## src/rtl/vend_controller.sv

```systemverilog
// Vending transaction sequencer: accumulates coin credit, vends priced items,
// and hands any change to the coin dispenser with a completion timeout.
module vend_controller #(
  parameter int PRICE0     = 65,
  parameter int PRICE1     = 100,
  parameter int PRICE2     = 125,
  parameter int PRICE3     = 150,
  parameter int MAX_CREDIT = 500,
  parameter int TIMEOUT    = 200
) (
  input  logic       clk,
  input  logic       rst,
  input  logic       coin_q,
  input  logic       coin_d,
  input  logic       coin_n,
  input  logic       sel_valid,
  input  logic [1:0] sel_item,
  input  logic       cancel,
  input  logic       disp_busy,
  input  logic       disp_done,
  output logic       disp,
  output logic [9:0] change,
  output logic [9:0] credit,
  output logic       vend,
  output logic [1:0] vend_item,
  output logic       no_funds,
  output logic       coin_reject,
  output logic       busy,
  output logic       txn_done,
  output logic       fault
);

  typedef enum logic [1:0] {ACCEPT, CHG_REQ, CHG_WAIT} state_t;

  state_t     state_q, state_d;
  logic [9:0] credit_q, credit_d;
  logic [9:0] change_amt_q, change_amt_d;
  logic [7:0] timer_q, timer_d;
  logic [9:0] change_q, change_d;
  logic       disp_q, disp_d;
  logic       vend_q, vend_d;
  logic [1:0] vend_item_q, vend_item_d;
  logic       no_funds_q, no_funds_d;
  logic       coin_reject_q, coin_reject_d;
  logic       busy_q, busy_d;
  logic       txn_done_q, txn_done_d;
  logic       fault_q, fault_d;

  logic [1:0]  coin_count;
  logic        coin_any;
  logic [9:0]  coin_val;
  logic [10:0] credit_sum;
  logic        coin_ok;
  logic [9:0]  price;

  always_comb begin
    coin_count = {1'b0, coin_q} + {1'b0, coin_d} + {1'b0, coin_n};
    coin_any   = coin_q | coin_d | coin_n;
    coin_val   = coin_q ? 10'd25 : (coin_d ? 10'd10 : 10'd5);
    // 11-bit sum so the ceiling compare cannot wrap
    credit_sum = {1'b0, credit_q} + {1'b0, coin_val};
    coin_ok    = (coin_count == 2'd1) && (credit_sum <= 11'(MAX_CREDIT));
    case (sel_item)
      2'd0:    price = 10'(PRICE0);
      2'd1:    price = 10'(PRICE1);
      2'd2:    price = 10'(PRICE2);
      default: price = 10'(PRICE3);
    endcase
  end

  always_comb begin
    state_d       = state_q;
    credit_d      = credit_q;
    change_amt_d  = change_amt_q;
    timer_d       = timer_q;
    change_d      = change_q;
    disp_d        = 1'b0;
    vend_d        = 1'b0;
    vend_item_d   = vend_item_q;
    no_funds_d    = 1'b0;
    coin_reject_d = 1'b0;
    txn_done_d    = 1'b0;
    fault_d       = fault_q;

    case (state_q)
      ACCEPT: begin
        if (cancel && (credit_q != 10'd0)) begin
          change_amt_d  = credit_q;
          credit_d      = 10'd0;
          coin_reject_d = coin_any;
          state_d       = CHG_REQ;
        end else if (sel_valid && (credit_q >= price)) begin
          vend_d        = 1'b1;
          vend_item_d   = sel_item;
          change_amt_d  = credit_q - price;
          credit_d      = 10'd0;
          coin_reject_d = coin_any;
          if (credit_q == price) txn_done_d = 1'b1;
          else                   state_d    = CHG_REQ;
        end else begin
          // an unaffordable selection does not consume the coin slot
          no_funds_d = sel_valid;
          if (coin_ok) credit_d      = credit_sum[9:0];
          else         coin_reject_d = coin_any;
        end
      end
      CHG_REQ: begin
        coin_reject_d = coin_any;
        if (!disp_busy) begin
          disp_d   = 1'b1;
          change_d = change_amt_q;
          timer_d  = 8'd0;
          state_d  = CHG_WAIT;
        end
      end
      CHG_WAIT: begin
        coin_reject_d = coin_any;
        if (disp_done) begin
          txn_done_d = 1'b1;
          change_d   = 10'd0;
          state_d    = ACCEPT;
        end else if (timer_q == 8'(TIMEOUT - 1)) begin
          fault_d  = 1'b1;
          change_d = 10'd0;
          state_d  = ACCEPT;
        end else begin
          timer_d = timer_q + 8'd1;
        end
      end
      default: state_d = ACCEPT;
    endcase

    busy_d = (state_d != ACCEPT);
  end

  always_ff @(posedge clk) begin
    if (rst) begin
      state_q       <= ACCEPT;
      credit_q      <= 10'd0;
      change_amt_q  <= 10'd0;
      timer_q       <= 8'd0;
      change_q      <= 10'd0;
      disp_q        <= 1'b0;
      vend_q        <= 1'b0;
      vend_item_q   <= 2'd0;
      no_funds_q    <= 1'b0;
      coin_reject_q <= 1'b0;
      busy_q        <= 1'b0;
      txn_done_q    <= 1'b0;
      fault_q       <= 1'b0;
    end else begin
      state_q       <= state_d;
      credit_q      <= credit_d;
      change_amt_q  <= change_amt_d;
      timer_q       <= timer_d;
      change_q      <= change_d;
      disp_q        <= disp_d;
      vend_q        <= vend_d;
      vend_item_q   <= vend_item_d;
      no_funds_q    <= no_funds_d;
      coin_reject_q <= coin_reject_d;
      busy_q        <= busy_d;
      txn_done_q    <= txn_done_d;
      fault_q       <= fault_d;
    end
  end

  assign disp        = disp_q;
  assign change      = change_q;
  assign credit      = credit_q;
  assign vend        = vend_q;
  assign vend_item   = vend_item_q;
  assign no_funds    = no_funds_q;
  assign coin_reject = coin_reject_q;
  assign busy        = busy_q;
  assign txn_done    = txn_done_q;
  assign fault       = fault_q;

endmodule

```

## config.mk

```make
export PLATFORM = sky130hd
export DESIGN_NAME = vend_controller
export DESIGN_NICKNAME = d
export VERILOG_FILES = /design/src/rtl/vend_controller.sv
export SDC_FILE = /design/constraint.sdc
export NUM_CORES = 1
export LEC_CHECK = 0
export BUFFER_PORTS_ARGS = -buffer_cell sky130_fd_sc_hd__buf_2
export CORE_ASPECT_RATIO = 0.75
export CORE_MARGIN = 2
export CORE_UTILIZATION = 59
export CTS_BUF_LIST = sky130_fd_sc_hd__clkbuf_4
export DETAILED_ROUTE_END_ITERATION = 7
export HOLD_SLACK_MARGIN = 0.08
export PLACE_DENSITY = 0.9
export RECOVER_POWER = 100
export SLEW_MARGIN = 20
export SYNTH_ARGS = -nofsm -noshare
export SYNTH_HDL_FRONTEND = slang
export SYNTH_SLANG_ARGS = --single-unit
```

## constraint.sdc

```tcl
create_clock -name clk -period 4.15 [get_ports clk]
set_clock_uncertainty 0.05 [all_clocks]
set_input_delay 0.6225 -clock clk [delete_from_list [all_inputs] [get_ports clk]]
set_output_delay 0.6225 -clock clk [all_outputs]
set_load 0.01 [all_outputs]
```

# After elaboration in Yosys (flattened, before gate mapping)
# Index checks and enable logic that the tools add are counted.
dict set report classes {
  n_addsub 5
  order_cmp 2
  eq_ne 11
  muxes 34
  n_bitwise 6
  n_reduce_logical 20
}
# op count
set op_table {}
lappend op_table {{two-way mux 10 bit} 8}
lappend op_table {{two-way mux 8 bit} 3}
lappend op_table {{case mux 8 bit (3 select lines)} 1}
lappend op_table {{case mux 10 bit (2 select lines)} 1}
lappend op_table {{case mux 8 bit (2 select lines)} 1}
lappend op_table {{two-way mux 2 bit} 6}
lappend op_table {{adder 10 x 5 -> 11 bit} 1}
lappend op_table {{less-or-equal comparator 11 x 9 -> 1 bit, second input constant} 1}
lappend op_table {{== test 10 bit} 1}
lappend op_table {{>= comparator 10 bit} 1}
lappend op_table {{nonzero test 10 bit} 1}
lappend op_table {{subtractor 10 bit} 1}
lappend op_table {{two-way mux 1 bit} 9}
lappend op_table {{AND reduction 3 bit} 3}
lappend op_table {{adder 8 x 1 -> 8 bit, second input constant} 1}
lappend op_table {{== test 8 bit, second input constant} 1}
lappend op_table {{== test 2 x 1 -> 1 bit, second input constant} 3}
lappend op_table {{inequality test 2 bit, second input constant} 3}
lappend op_table {{case mux 2 bit (3 select lines)} 1}
lappend op_table {{nonzero test 2 bit} 3}
lappend op_table {{two-way mux 5 bit} 1}
lappend op_table {{== test 2 bit, second input constant} 2}
lappend op_table {{logical NOT 2 bit} 2}
lappend op_table {{two-way mux 4 bit} 1}
lappend op_table {{13 further kinds} 22}
dict set report totals {
  ff_bits 49
  input_bits 11
  output_inout_bits 29
  word_cells 91
}

# Logic depth before layout (Yosys ltp)
# Gate-level depths: netlist of run 1.
dict set report logic_depth {
  word_depth 9
  mapped_depth 14
  ltp_nobuf 13
}

# Worst setup path after synthesis of run 1
# OpenSTA, ideal clock, no wires.
dict set report synth_timing {
  path_kind {input-to-reg}
  startpoint {input port sel_item[0]}
  endpoint {register change_amt_q[8]}
  setup_time_ns 0.086
  arrival_ns 2.834
  t_required_ns 4.014
  setup_slack_ns 1.181
  path_stages 14
  path_buffers 2
  cell_sequence {inv_1 -> ha_1 -> nor2_1 -> nor2_1 -> ha_1 -> fa_1 -> nor2b_1 -> o21a_1 -> o311ai_1 -> a31oi_1 -> buf_2 -> buf_2 -> nor2_1 -> a211oi_1}
}
dict set report synth_between {
  elab_chain_len 6
  word_cells_on_any_way 11
  cone_classes {add/sub: 1; order compare: 1; eq/ne: 2; mux: 3; reduce/logical: 4}
}
# element line
set synth_rtl {}
lappend synth_rtl {{from (decl)} 17} ;# input logic [1:0] sel_item,
lappend synth_rtl {{== test 2 bit (tied with other cells)} 63} ;# case (sel_item)
lappend synth_rtl {{case mux 8 bit (3 select lines) *} 63}
lappend synth_rtl {{>= comparator 10 bit} 92} ;# end else if (sel_valid && (credit_q >= price)) begin
lappend synth_rtl {{logical AND 1 bit} 92}
lappend synth_rtl {{nonzero test 2 bit (no source line)} --}
lappend synth_rtl {{AND reduction 2 bit (no source line)} --}
lappend synth_rtl {{to (signal assigned)} 154} ;# change_amt_q <= change_amt_d;
lappend synth_rtl {{to (decl)} 37} ;# logic [9:0] change_amt_q, change_amt_d;
# Mark *: on every way between the ends. The rest lies on a longest branch, timed or not. The select of a mux whose other input is x is not followed.
# A chain may end at the register's enable or synchronous reset.

# Worst setup path after layout of run 1
dict set report layout_timing {
  startpoint {input port coin_q}
  endpoint {register credit_q[6] (netlist: credit[6])}
}
dict set report layout_between {
  elab_chain_len 6
  word_cells_on_any_way 12
  cone_classes {add/sub: 3; order compare: 1; eq/ne: 1; mux: 4; reduce/logical: 3}
}
# element line
set layout_rtl {}
lappend layout_rtl {{from (decl)} 13} ;# input logic coin_q,
lappend layout_rtl {{two-way mux 5 bit / adder 1 x 1 -> 2 bit (equally long branches)} {59, 57}}
lappend layout_rtl {{adder 10 x 5 -> 11 bit / adder 2 x 1 -> 2 bit (equally long branches)} {61, 57}}
lappend layout_rtl {{less-or-equal comparator 11 x 9 -> 1 bit / == test 2 x 1 -> 1 bit (equally long branches)} 62} ;# coin_ok = (coin_count == 2'd1) && (credit_sum <= 11'(MAX_CREDIT));
lappend layout_rtl {{logical AND 1 bit} 62}
lappend layout_rtl {{nonzero test 3 bit (no source line)} --}
lappend layout_rtl {{AND reduction 2 bit (no source line)} --}
lappend layout_rtl {{to (signal assigned)} 153} ;# credit_q <= credit_d;
lappend layout_rtl {{to (decl)} 36} ;# logic [9:0] credit_q, credit_d;
# Several ways; a longest one is shown, not always the timed one. The select of a mux whose other input is x is not followed.

==> results of run 1 <==
==> registers in the layout, indices dropped and copies added, names as in the netlist <==
signal        cells
change           10
change_amt_q     10
credit           10
timer_q           8
state_q           2
vend_item         2
busy              1
coin_reject       1
disp              1
fault             1
no_funds          1
txn_done          1
vend              1
==> power breakdown <==
part | total [µW] | leakage (µW) | switching, µW | internal [µW]
clock network | 229 | 0.0000279 | 156 | 72.9
logic | 741 | 0.000791 | 471 | 270
registers | 608 | 0.000398 | 53.7 | 555
total | 1580 | 0.00122 | 681 | 898
==> kinds of logic (layout without fill, tap and decap cells) <==
| family | after synthesis | count (layout) | share of synthesized area (%) |
|---|---|---|---|
| DFF | 49 | 49 | 31.96 |
| and+or+nand+nor | 142 | 142 | 23.52 |
| xor gates and xnor gates | 9 | 9 | 2.568 |
| adders and majority gates | 25 | 25 | 10.93 |
| AOI/OAI and AO/OA | 98 | 98 | 23.40 |
| muxes | 7 | 7 | 2.324 |
| buffers and inverters | 39 | 71 | 5.299 |
==> cell type report <==
class	instances	share of cell area, %
clock buffers	6	1.375
clock inverters	2	0.4584
inverters	22	2.521
multi-input cells	281	58.21
flip-flops and latches	49	29.95
well taps	60	2.292
repair buffers	41	5.195
==> worst max-delay path, cell delays in order <==
cell      delay, ns
buf_2          0.14
nand2b_1       0.21
ha_1           0.22
inv_1          0.07
fa_1           0.44
nand2b_1       0.23
a21o_1         0.19
a311oi_1       0.35
a21o_1         0.16
o211ai_1       0.18
o21ai_0        0.54
o221ai_1       0.21
==> layout by cell type, fill, tap and decap left out, types with 7 or more instances in the layout <==
cell,n
o21ai_0,11
inv_1,22
nor2_1,51
ha_1,22
buf_2,10
clkbuf_1,30
nor3_1,8
nand2_1,22
o21a_1,8
dfxtp_1,49
nand3_1,12
a211oi_1,7
nor3b_1,13
a21oi_1,23
==> routing by layer <==
layer / vias up / part of all wire [%] / global-route usage (%)
li1: 1400 / - / -
met1: 1315 / 48 / 38.32
met3: 15 / 7.7 / 7.311
met5: - / 0 / 0
met2: 123 / 43 / 41.57
met4: 0 / 1.5 / 6.154
==> path summary, 6_finish.rpt <==
check,from,end,slack (ns)
min,change_amt_q[5]$_SDFFE_PP0P_,change_amt_q[5]$_SDFFE_PP0P_,0.46
max,coin_q,credit[6]$_SDFFE_PP0P_,0.77
max reg2reg,credit[0]$_SDFFE_PP0P_,credit[6]$_SDFFE_PP0P_,0.91
min reg2reg,change_amt_q[5]$_SDFFE_PP0P_,change_amt_q[5]$_SDFFE_PP0P_,0.46
==> cells in the mapped netlist, drive strengths merged, types with 4 or more instances <==
cell type	number
o21a	8
a311oi	6
inv	22
nor2	51
a21o	4
clkbuf	9
nor2b	6
o211ai	6
mux2i	6
nand2	22
dfxtp	49
nor3	9
buf	8
o21ai	12
ha	22
or3	4
nor4	5
nand3	12
a211oi	7
nor3b	13
xnor2	6
a21oi	23
nand2b	4
==> per-stage QoR <==
stage | area, µm² | hold WS, ns | util, % | std cells
after global routing | 3276 | 0.4698 | 66.11 | 461
after global placement | 3274 | 0.3946 | 66.09 | 453
after CTS | 3334 | 0.4570 | 67.30 | 461
final | 3276 | 0.4556 | 66.11 | 461
after floorplan | 3069 | 0.4017 | - | 369
after detailed placement | 3274 | 0.4242 | 66.09 | 453
==> flow_summary.yaml, run 1 <==
synth:
  synth_top_area_cell: "dfxtp_1"
  ys_seq_area_share_pct: 31.96
  synth-async-reset-ratio_pct: 0
  netlist_area_um2: 3069
  yosysWarnings: 0
  synth_ff_type: "dfxtp_1"
  synth_nets: 405
  synth_edf_count: 0
  ys_top_cells_by_area: "dfxtp_1, ha_1, nor2_1"
  syn_area_per_cell_um2: 8.318
  ys_types: 63
  ys_seq_elements: 49
  post-synth-top-area-fraction_pct: 31.96
  syn-instance-count: 369
sta:
  relSlewSlack_pct: 36.83
  setup_ws_ns: 0.7684
  fmax_ghz: 0.2957
  finalHoldViolations: 0
  fin_crit_ns: 3.382
  setup_viol: 0
  setup_tns_ns: 0
  worstMarginPinSlew_ns: 0.9352
  slew_violations: 0
  rsz0062_at_grt: "no"
  post-route-period-util_pct: 81.48
hold_path:
  hp-class: "reg -> reg"
  whs_path_depth: 2
clock_network:
  htreeDepth: 2
  cts-root-buf: "clkbuf_4"
  cts_sinks: 49
  clk_path_buf_depth: 2
  cts_made_buffers: 5
  post_cts_buffers: 0
  cts_tree: "built"
  clkTransAtPathRegs_ns: 0.14
  holdBufCountCts: 0
  clkLatencyLatePin_ns: 0.37
  cts_resized: 0
die:
  row_count: 22
  core-area_um2: 4955
  start_util_pct: 61.94
  io_pins: 40
  dieArea_um2: 5801
  die_h_um: 66.46
  fp.dieW_um: 87.28
final_layout:
  layout-drive-gt1-share_pct: 6.234
  multiInputGateArea_um2: 1907
  nets: 436
  num-fill-cells: 438
  regArea_um2: 980.9
  area_delta_synth_final_pct: 6.726
  diodes: 0
route:
  drc: 0
  vias_per_cell: 6.189
  wl_per_cell_um: 15.80
  ant_nets: 0
  drt-initial-drc-count: 253
  wirelength_um: 7286
  drt_first_pass_iters: 6
  dr_total_vias: 2853
job:
  max_cap_viol_count: 0
worst_setup_path:
  crit_path_end_kind: "flop"
  cp-start-kind: "primary input"
  cp_max_fo: 4
  cp.required_ns: 4.34
  worst_ep_arrival_time_ns: 3.57
  criticalPathCategory: "in -> reg"
  reg2reg_depth: 10
pwr:
  power_density_nw_per_um2: 481.8
  totalPowerFinal_uw: 1578
  vdd_drop_max_v: 0.0002274
  leakage_uw: 0.001216
global_route:
  grt_remaining_overflow: 0
  grt_max_degree: 39
  track_usage_pct: 27.22
  antenna_found_initial: 0
  grt_pass1_wl_um: 12430
  grt_pass1_vias: 2649
placed_design:
  portBuffers: 39
  dp_slack_ns: 0.6678
  gp_congestion: 0.8845
  place_hpwl_um: 5660
run_status:
  status: "completed"
Power figures use the tool's default switching activity.
==> run 2: changes to the inputs <==
--- a/config.mk
+++ b/config.mk
@@ -8,11 +8,11 @@
 export BUFFER_PORTS_ARGS = -buffer_cell sky130_fd_sc_hd__buf_2
 export CORE_ASPECT_RATIO = 0.75
 export CORE_MARGIN = 2
-export CORE_UTILIZATION = 59
+export CORE_UTILIZATION = 54
 export CTS_BUF_LIST = sky130_fd_sc_hd__clkbuf_4
 export DETAILED_ROUTE_END_ITERATION = 7
 export HOLD_SLACK_MARGIN = 0.08
-export PLACE_DENSITY = 0.9
+export PLACE_DENSITY = 0.87
 export RECOVER_POWER = 100
 export SLEW_MARGIN = 20
 export SYNTH_ARGS = -nofsm -noshare
==> constraint.sdc (replaced) <==
create_clock -name clk -period 2.9 [get_ports clk]
set_clock_uncertainty 0.05 [all_clocks]
set_input_delay 0.435 -clock clk [delete_from_list [all_inputs] [get_ports clk]]
set_output_delay 0.435 -clock clk [all_outputs]
set_load 0.01 [all_outputs]
==> run 2 against run 1 <==
Wire length is 1.1% higher. Die area up 8.8%. Sequential power up 44%. Global-route usage down 3.7 points. Clock power is 42% higher. Sequential share of layout area decreased by 1.5 points. Register-to-register slack got worse by 0.76 ns. Sequential cell count unchanged. Core utilization fell by 2.1 points. Worst setup slack got worse by 0.61 ns. Cell area is 5.7% higher. Critical path type is now reg -> reg. Largest cell class unchanged. Largest power group unchanged.
==> flow_summary.yaml, run 2 (same netlist as run 1, synthesis figures left out) <==
pwr:
  combPwrFrac_pct: 48.4
  p_seq_share_pct: 37.6
  power_density_nw_per_um2: 671.9
  leakage_uw: 0.001333
  p_sw_share_pct: 42.40
  power_frac_clock_pct: 14.0
  power.switching_uw: 986.0
  vdd_drop_max_v: 0.0003049
  intPower_uw: 1339
clock_network:
  cts-root-buf: "clkbuf_4"
  clk_path_buf_depth: 2
  htreeDepth: 2
  holdBufCountCts: 0
  clkLatencyLatePin_ns: 0.38
  cts_resized: 0
  cts_tree: "built"
  cts_made_buffers: 5
  clkTransAtPathRegs_ns: 0.14
  cts_sinks: 49
  post_cts_buffers: 0
job:
  max_cap_viol_count: 0
route:
  wl_per_cell_um: 14.85
  drt-initial-drc-count: 247
  vias_per_cell: 5.942
  drc: 0
  dr_total_vias: 2947
  drt_first_pass_iters: 7
  wirelength_um: 7365
  ant_nets: 0
sta:
  finalHoldViolations: 0
  relSlewSlack_pct: 57.03
  setup_tns_ns: 0
  fin_crit_ns: 2.746
  setup_viol: 0
  post-route-period-util_pct: 94.68
  fmax_ghz: 0.3642
  slew_violations: 0
  rsz0062_at_grt: "no"
  worstMarginPinSlew_ns: 0.6361
global_route:
  grt_pass1_wl_um: 12340
  track_usage_pct: 23.48
  grt_pass1_vias: 2723
  antenna_found_initial: 0
  grt_max_degree: 31
  grt_remaining_overflow: 0
final_layout:
  layout-drive-gt1-share_pct: 12.59
  num-fill-cells: 497
  fin_area_um2: 3461
  diodes: 0
  area_delta_synth_final_pct: 12.76
  final_common_cell: "nor2_1"
  nets: 456
  fin_cells: 496
  final_cell_mix: "nor2_1, dfxtp_1, clkbuf_1, a21oi_1"
  regArea_um2: 983.4
  multiInputGateArea_um2: 1919
die:
  start_util_pct: 56.73
  fp.dieW_um: 91.06
  core-area_um2: 5410
  dieArea_um2: 6309
  row_count: 23
  io_pins: 40
  die_h_um: 69.29
worst_setup_path:
  path_cells: "ha_1 > inv_1 > fa_1 > nand2b_1 > a21o_1 > a311oi_1 > a21o_1 > o211a_4 > nand2_1 > o211ai_1"
  worst_ep_arrival_time_ns: 3.00
  slowest_delay_ns: 0.40
  crit_path_top_delay_cell: "dfxtp_2"
  crit_top_cell: "a21o_1"
  criticalPathCategory: "reg -> reg"
  cp_max_fo: 6
  crit_family: "compound AO/OA/AOI/OAI gates"
  cp-start-kind: "flop"
  critical_path_buf_inv_count: 1
  crit_path_end_kind: "flop"
  cp.required_ns: 3.15
placed_design:
  place_area_um2: 3443
  gp_congestion: 0.9339
  place_hpwl_um: 5738
  place_inst: 488
  portBuffers: 39
run_status:
  status: "completed"
hold_path:
  hp-class: "in -> reg"
run 2: changes by cell type in the layout (fill, tap and decap cells not counted), moves of 2 or more:
cell	before	now
buf_4	1	20
o311ai_1	1	3
clkbuf_1	30	27
dfxtp_1	49	47
buf_2	10	14
dfxtp_2	0	2
o311ai_0	2	0
run 2: layout make-up:
class | instances | share of cell area (%)
multi-input cells | 281 | 55.46
flip-flops and latches | 49 | 28.42
repair buffers | 61 | 9.291
well taps | 75 | 2.711
inverters | 22 | 2.386
clock buffers | 6 | 1.302
clock inverters | 2 | 0.4338
run 2: per-stage QoR:
step	setup slack (ns)	power [µW]	util, %	hold WS [ns]
finish	0.1543	2325	63.97	0.2671
global route	0.01886	2495	63.97	0.2789
CTS	0.08926	2339	64.75	0.2592
detailed placement	-0.1659	2015	63.64	0.4093
global placement	-0.04186	1972	63.64	0.4005
floorplan	0.1184	1702	-	0.4017
run 2: path summary, 6_finish.rpt:
check	start	endpoint	slack, ns	cells past startpoint
setup / recovery	credit[0]$_SDFFE_PP0P_	credit[7]$_SDFFE_PP0P_	0.15	10
hold / removal	disp_done	txn_done$_SDFF_PP0_	0.27	3
setup reg to reg	credit[0]$_SDFFE_PP0P_	credit[7]$_SDFFE_PP0P_	0.15	10
hold reg to reg	fault$_SDFFE_PP0P_	fault$_SDFFE_PP0P_	0.44	2
run 2: worst reg2reg max path: cells and delay by family (launching register included):
family / cells / cell delay [ns]
flops: 1 / 0.40
simple gates: 2 / 0.39
compound gates: 5 / 1.20
buf+inv: 1 / 0.05
fa+ha+maj: 2 / 0.58
run 2: per-layer routing:
layer | vias up | global-route usage (%) | part of all wire [%]
met4 | 0 | 8.418 | 1.8
met1 | 1378 | 32.54 | 45
met2 | 109 | 36.71 | 45
met5 | - | 0 | 0
met3 | 18 | 4.348 | 7.6
li1 | 1442 | - | -
run 2: power by group through the flow:
stage	sequential [µW]	combinational (µW)	clock [µW]
after floorplan	895	807	0
after global placement	885	1090	0
after detailed placement	889	1130	0
after CTS	872	1130	334
after global routing	887	1250	359
final	874	1130	326
